===== src/rtl/uart_pkg.sv =====
// Shared definitions for the UART receive path: FSM state encoding and parity helper.
// Latency: n/a (types and pure functions only).
// Backpressure: n/a.
package uart_pkg;

    // 3-bit receiver state encoding; encodings 6 and 7 are unused and recover to IDLE
    typedef enum logic [2:0] {
        IDLE    = 3'd0,
        START   = 3'd1,
        DATA    = 3'd2,
        PARITY  = 3'd3,
        STOP    = 3'd4,
        CLEANUP = 3'd5
    } rx_state_t;

    // Even parity: returns 1 when data plus parity bit hold an odd number of ones
    function automatic logic even_parity_err(input logic [7:0] data, input logic parity_bit);
        return ^{data, parity_bit};
    endfunction

endpackage


===== src/rtl/uart_rx_sync.sv =====
// Multi-flop synchroniser bringing the asynchronous serial line into the i_Clock domain.
// Latency: STAGES cycles from input to output.
// Backpressure: none; samples every cycle, resets to the idle (high) line level.
module uart_rx_sync #(
    parameter int STAGES = 2
) (
    input  logic i_Clock,
    input  logic i_rst,
    input  logic i_d,
    output logic o_q
);

    logic [STAGES-1:0] sync_q;

    // Shift chain; resets to 1 so a reset never looks like a start bit
    always_ff @(posedge i_Clock or posedge i_rst) begin
        if (i_rst) begin
            sync_q <= '1;
        end else begin
            sync_q <= {sync_q[STAGES-2:0], i_d};
        end
    end

    assign o_q = sync_q[STAGES-1];

endmodule


===== src/rtl/uart_rx.sv =====
// 8N1 UART receiver (8E1 when UART_RX_PARITY_EN is defined): mid-bit sampling, stop check, byte + one-cycle valid.
// Latency: o_Rx_DV rises 4 + HALF_BIT + 9*CLKS_PER_BIT cycles after the line falls (one more bit with parity).
// Backpressure: none; the consumer must take o_Rx_Byte on o_Rx_DV (the byte is held until the next good frame).
module uart_rx
    import uart_pkg::*;
#(
    parameter int CLKS_PER_BIT = 434
) (
    input  logic       i_Clock,
    input  logic       i_rst,
    input  logic       i_Rx_Serial,
    output logic       o_Rx_DV,
    output logic [7:0] o_Rx_Byte,
    output logic       o_Rx_Active,
    output logic       o_Frame_Err,
    output logic       o_Parity_Err
);

    localparam int HALF_BIT = (CLKS_PER_BIT - 1) / 2;
    localparam int CW       = $clog2(CLKS_PER_BIT) + 1;
    localparam logic [CW-1:0] HALF_CNT = CW'(HALF_BIT);
    localparam logic [CW-1:0] BIT_LAST = CW'(CLKS_PER_BIT - 1);

    logic            rx_s;
    rx_state_t       state;
    logic [CW-1:0]   clk_cnt;
    logic [2:0]      bit_idx;
    logic [7:0]      shadow;
`ifdef UART_RX_PARITY_EN
    logic            parity_bad;
`endif

    uart_rx_sync #(.STAGES(2)) u_sync (
        .i_Clock (i_Clock),
        .i_rst   (i_rst),
        .i_d     (i_Rx_Serial),
        .o_q     (rx_s)
    );

`ifndef UART_RX_PARITY_EN
    // Port kept so the interface is identical in both builds
    assign o_Parity_Err = 1'b0;
`endif

    // Frame FSM: every decision is taken on the synchronised line; all outputs registered
    always_ff @(posedge i_Clock or posedge i_rst) begin
        if (i_rst) begin
            state       <= IDLE;
            clk_cnt     <= '0;
            bit_idx     <= '0;
            shadow      <= '0;
            o_Rx_DV     <= 1'b0;
            o_Rx_Byte   <= 8'h00;
            o_Rx_Active <= 1'b0;
            o_Frame_Err <= 1'b0;
`ifdef UART_RX_PARITY_EN
            parity_bad   <= 1'b0;
            o_Parity_Err <= 1'b0;
`endif
        end else begin
            // Pulses default low; they are raised only in the stop-sample cycle
            o_Rx_DV     <= 1'b0;
            o_Frame_Err <= 1'b0;
`ifdef UART_RX_PARITY_EN
            o_Parity_Err <= 1'b0;
`endif
            case (state)
                IDLE: begin
                    clk_cnt <= '0;
                    bit_idx <= '0;
                    if (!rx_s) begin
                        state       <= START;
                        o_Rx_Active <= 1'b1;
                    end
                end
                START: begin
                    if (clk_cnt == HALF_CNT) begin
                        clk_cnt <= '0;
                        if (!rx_s) begin
                            state <= DATA;
                        end else begin
                            // Too short to be a start bit: drop it silently
                            state       <= IDLE;
                            o_Rx_Active <= 1'b0;
                        end
                    end else begin
                        clk_cnt <= clk_cnt + CW'(1);
                    end
                end
                DATA: begin
                    if (clk_cnt == BIT_LAST) begin
                        clk_cnt         <= '0;
                        shadow[bit_idx] <= rx_s;
                        if (bit_idx == 3'd7) begin
                            bit_idx <= '0;
`ifdef UART_RX_PARITY_EN
                            state   <= PARITY;
`else
                            state   <= STOP;
`endif
                        end else begin
                            bit_idx <= bit_idx + 3'd1;
                        end
                    end else begin
                        clk_cnt <= clk_cnt + CW'(1);
                    end
                end
`ifdef UART_RX_PARITY_EN
                PARITY: begin
                    if (clk_cnt == BIT_LAST) begin
                        clk_cnt    <= '0;
                        parity_bad <= even_parity_err(shadow, rx_s);
                        state      <= STOP;
                    end else begin
                        clk_cnt <= clk_cnt + CW'(1);
                    end
                end
`endif
                STOP: begin
                    if (clk_cnt == BIT_LAST) begin
                        clk_cnt     <= '0;
                        state       <= CLEANUP;
                        o_Rx_Active <= 1'b0;
                        o_Frame_Err <= !rx_s;
`ifdef UART_RX_PARITY_EN
                        o_Parity_Err <= parity_bad;
                        if (rx_s && !parity_bad) begin
                            o_Rx_Byte <= shadow;
                            o_Rx_DV   <= 1'b1;
                        end
`else
                        if (rx_s) begin
                            o_Rx_Byte <= shadow;
                            o_Rx_DV   <= 1'b1;
                        end
`endif
                    end else begin
                        clk_cnt <= clk_cnt + CW'(1);
                    end
                end
                CLEANUP: begin
                    // Break guard: a line stuck low after a bad stop bit must not start a frame
                    clk_cnt <= '0;
                    if (rx_s) begin
                        state <= IDLE;
                    end
                end
                default: begin
                    state       <= IDLE;
                    clk_cnt     <= '0;
                    bit_idx     <= '0;
                    o_Rx_Active <= 1'b0;
                end
            endcase
        end
    end

endmodule


===== config.mk =====
export PLATFORM = sky130hd
export DESIGN_NAME = uart_rx
export DESIGN_NICKNAME = d
export VERILOG_FILES = /design/src/rtl/uart_pkg.sv /design/src/rtl/uart_rx_sync.sv /design/src/rtl/uart_rx.sv
export SDC_FILE = /design/constraint.sdc
export NUM_CORES = 1
export LEC_CHECK = 0
export ABC_AREA = 0
export CAP_MARGIN = 20
export CORE_ASPECT_RATIO = 1.5
export CORE_MARGIN = 10
export CORE_UTILIZATION = 51
export CTS_BUF_LIST = sky130_fd_sc_hd__clkbuf_8 sky130_fd_sc_hd__clkbuf_16
export DETAILED_ROUTE_END_ITERATION = 16
export GPL_ROUTABILITY_DRIVEN = 0
export PLACE_DENSITY = 0.81
export SYNTH_ARGS = -nofsm -noshare
export SYNTH_HDL_FRONTEND = slang
export SYNTH_SLANG_ARGS = --single-unit

===== constraint.sdc =====
create_clock -name i_Clock -period 2.1 [get_ports i_Clock]
set_input_delay 0.21 -clock i_Clock [delete_from_list [all_inputs] [get_ports i_Clock]]
set_output_delay 0.21 -clock i_Clock [all_outputs]
set_load 0.01 [all_outputs]

==> impl_metrics.json <==
{
  "slowest_delay_ps": 440,
  "synth-simple-area-share_pct": 19.89,
  "yosys-mux-area-fraction_pct": 11.41,
  "final_cells": 229,
  "ys_seq_elements": 37,
  "grt_pass1_wl_mm": 6.299,
  "syn_nets": 172,
  "hold_class": "in -> async",
  "start_kind": "register",
  "synth-compound-area-share_pct": 6.653,
  "synth_adder_area_share_pct": 3.394,
  "yosysWarnings": 0,
  "hold_viol_final": 0,
  "holdBufCountCts": 0,
  "vias_per_cell": 5.541,
  "dieArea_um2": 6468,
  "grt_antenna_before_repair": 0,
  "cts_tree": "yes",
  "grt_max_degree": 38,
  "synth-async-reset-ratio_pct": 100.0,
  "critical_path.slowest_cell": "or3b_4",
  "finalWorstSetupSlack_ps": -25.20,
  "cp_data_required_time_ps": 2290,
  "clkLatencyLatePin_ps": 300,
  "fin_crit_sh_pct": 101.2,
  "first_pass_iters": 4,
  "cap_violations": 0,
  "antenna_left": 0,
  "rsz0062_at_grt": "yes",
  "cp_max_fo": 4,
  "ys.flop_type": "dfrtp_1",
  "p_leak_uw": 0.0009689,
  "yosysSeqAreaShare_pct": 50.37,
  "clock_path_buffers": 2,
  "layout_min_cycle_time_ps": 2125,
  "grt_pass1_vias": 1350,
  "cp-startpoint": "clk_cnt[2]$_DFF_PP0_",
  "endpoint": "shadow[2]$_DFFE_PP0P_",
  "setup_viol": 2,
  "die_x_um": 69.09,
  "synth_top_family_by_area": "simple AND/OR/NAND/NOR gates",
  "vias": 1269,
  "fin_worst_skew_ps": 11.66,
  "synth_edf_count": 0,
  "max_freq_mhz": 470.5,
  "slew_viol_final": 0,
  "power_density_nw_per_um2": 630.6,
  "drtIter0Drc": 79,
  "rr_startpoint": "clk_cnt[2]$_DFF_PP0_",
  "cpMostUsedCell": "or3b_4",
  "yosys.cell_types.count": 42,
  "netlist_area_um2": 1843,
  "start_util_pct": 53.45,
  "dpl.cell_count": 221,
  "cp-end-kind": "register",
  "grtUsageTotal_pct": 11.85,
  "h-tree-depth": 2,
  "cts_made_buffers": 5,
  "avgSynthCellArea_um2": 11.24,
  "diodes": 0,
  "utilization_pct": 63.72,
  "grt.overflow.total": 0,
  "portBuffers": 13,
  "drt-total-wl_mm": 3.562,
  "die_h_um": 93.63,
  "drive_gt1_share_pct": 25.13,
  "path_cells": "or3b_4 > nor4_4 > or3b_4 > nor3b_2 > mux2_4",
  "placed_area_um2": 2056,
  "core_um2": 3448,
  "drt_drc_violations_left": 0,
  "design_area_um2": 2197,
  "reg2reg_depth": 5,
  "synth_xor_area_share_pct": 3.802,
  "wl_per_cell_um": 15.55,
  "pin_count": 15,
  "peakVddDrop_mv": 0.5862,
  "rows": 26,
  "violations": "negative setup slack",
  "r2r-end": "shadow[2]$_DFFE_PP0P_",
  "fin_nets": 194,
  "run_status": "complete, but fails checks",
  "clk_root_buffer_cell": "clkbuf_8",
  "critical_path_class": "reg -> reg",
  "pre_cts_ws_ps": -64.85,
  "clock-sinks": 37,
  "arrival_ps": 2310,
  "reg2reg_slack_ps": -30,
  "path_clk_slew_ps": 80,
  "syn_to_final_growth_pct": 19.21,
  "hpwl_mm": 2.501,
  "syn_inst": 164
}
==> placed cells by master, fill, tap and decap left out, drive strengths merged, types with 2 or more instances in the layout <==
cell type and instances:
mux2i 3, nor3b 4, nand2 5, mux2 16, clkdlybuf4s50 13, or3b 3
o22ai 3, xor2 3, nand4b 2, buf 11, inv 7, o21ai 12
clkbuf 6, nor3 3, xnor2 5, nor2 19, nand4 2, ha 5
nand3b 5, dfrtp 35, nor4 2, nand3 8, dfstp 2
==> cells in the mapped netlist (2+ instances only) <==
cell type  count  share of area [%]
dfrtp_1       35                 48
nor2_1        19                3.9
mux2_2        13                7.9
o21ai_0       11                3.0
nand3_1        8                2.2
inv_1          7                1.4
clkbuf_1       5                1.0
ha_1           5                3.4
nand2_1        5                1.0
nand3b_1       5                2.0
xnor2_1        5                2.4
mux2_1         3                1.8
mux2i_1        3                1.6
o22ai_1        3                1.0
xor2_1         3                1.4
buf_6          2                1.2
dfstp_2        2                2.9
nand4b_1       2               0.95
nor3_1         2               0.54
nor3b_1        2               0.81
nor3b_2        2                1.4
or3b_4         2                1.2
==> what timing repair did <==
item / CTS / global route
gates resized for setup: 1 / 4
endpoints found under the setup margin: 4 / 19
pin swaps: 2 / 1
buffers inserted: 0 / 0
==> flip-flops by register name (all words and copies together), names as in the netlist <==
signal and count:
bit_idx 3, clk_cnt 10, o_Frame_Err 1, o_Rx_Active 1, o_Rx_Byte 8, o_Rx_DV 1
shadow 8, state 3, u_sync.sync_q 2
==> how the worst min path moves through the flow <==
stage / slack, ps / endpoint / cells after the start
6_report: 310 / shadow[3]$_DFFE_PP0P_ / 3
5_1_grt: 340 / u_sync.sync_q[0]$_DFF_PP1_ / 1
4_1_cts: 320 / u_sync.sync_q[0]$_DFF_PP1_ / 1
3_5_place_dp: 350 / u_sync.sync_q[1]$_DFF_PP1_ / 0
3_3_place_gp: 350 / u_sync.sync_q[1]$_DFF_PP1_ / 0
2_1_floorplan: 210 / u_sync.sync_q[0]$_DFF_PP1_ / 0
==> critical path, delay by kind of cell (launching register included) <==
kind | cells | cell delay [ps]
simple gates | 4 | 1310
mux | 1 | 320
flops | 1 | 390
==> area by class of cell <==
| class | count | area (um^2) |
|---|---|---|
| timing repair buffer | 24 | 212.7 |
| multi-input combinational | 111 | 857.1 |
| tap | 42 | 52.55 |
| clock inverter | 2 | 37.54 |
| fill | 285 | 1251 |
| sequential | 37 | 928.4 |
| inverter | 7 | 26.28 |
| clock buffer | 6 | 82.58 |
==> metrics by stage <==
| stage | hold slack [ps] | setup TNS, ps | total power [uW] |
|---|---|---|---|
| floorplan | 214.5 | 0 | 746.2 |
| global placement | 345.3 | 0 | 754.1 |
| detailed placement | 346.8 | -96.41 | 755.2 |
| CTS | 316.8 | -91.18 | 1402 |
| global route | 341.5 | -393.0 | 1441 |
| finish | 309.4 | -49.90 | 1385 |
==> layer usage <==
metal	track usage [%]	vias to the layer above	wire length, um
met4	7.912	0	140
met2	20.57	23	1837
met3	3.280	11	122
met1	12.18	624	1460
li1	-	611	-
met5	0	-	0
==> power by group <==
part | switching (uW) | total [uW] | internal, uW
Clock | 258 | 644 | 386
Combinational | 15.4 | 20.7 | 5.31
Sequential | 4.79 | 721 | 716
==> cells by family after synthesis <==
family	Yosys count
compound gates	19
simple gates	59
other cells	1
flops	37
xor+xnor	8
buf+inv	16
fa+ha+maj	5
mux	19
(Power assumes the default switching activity.)
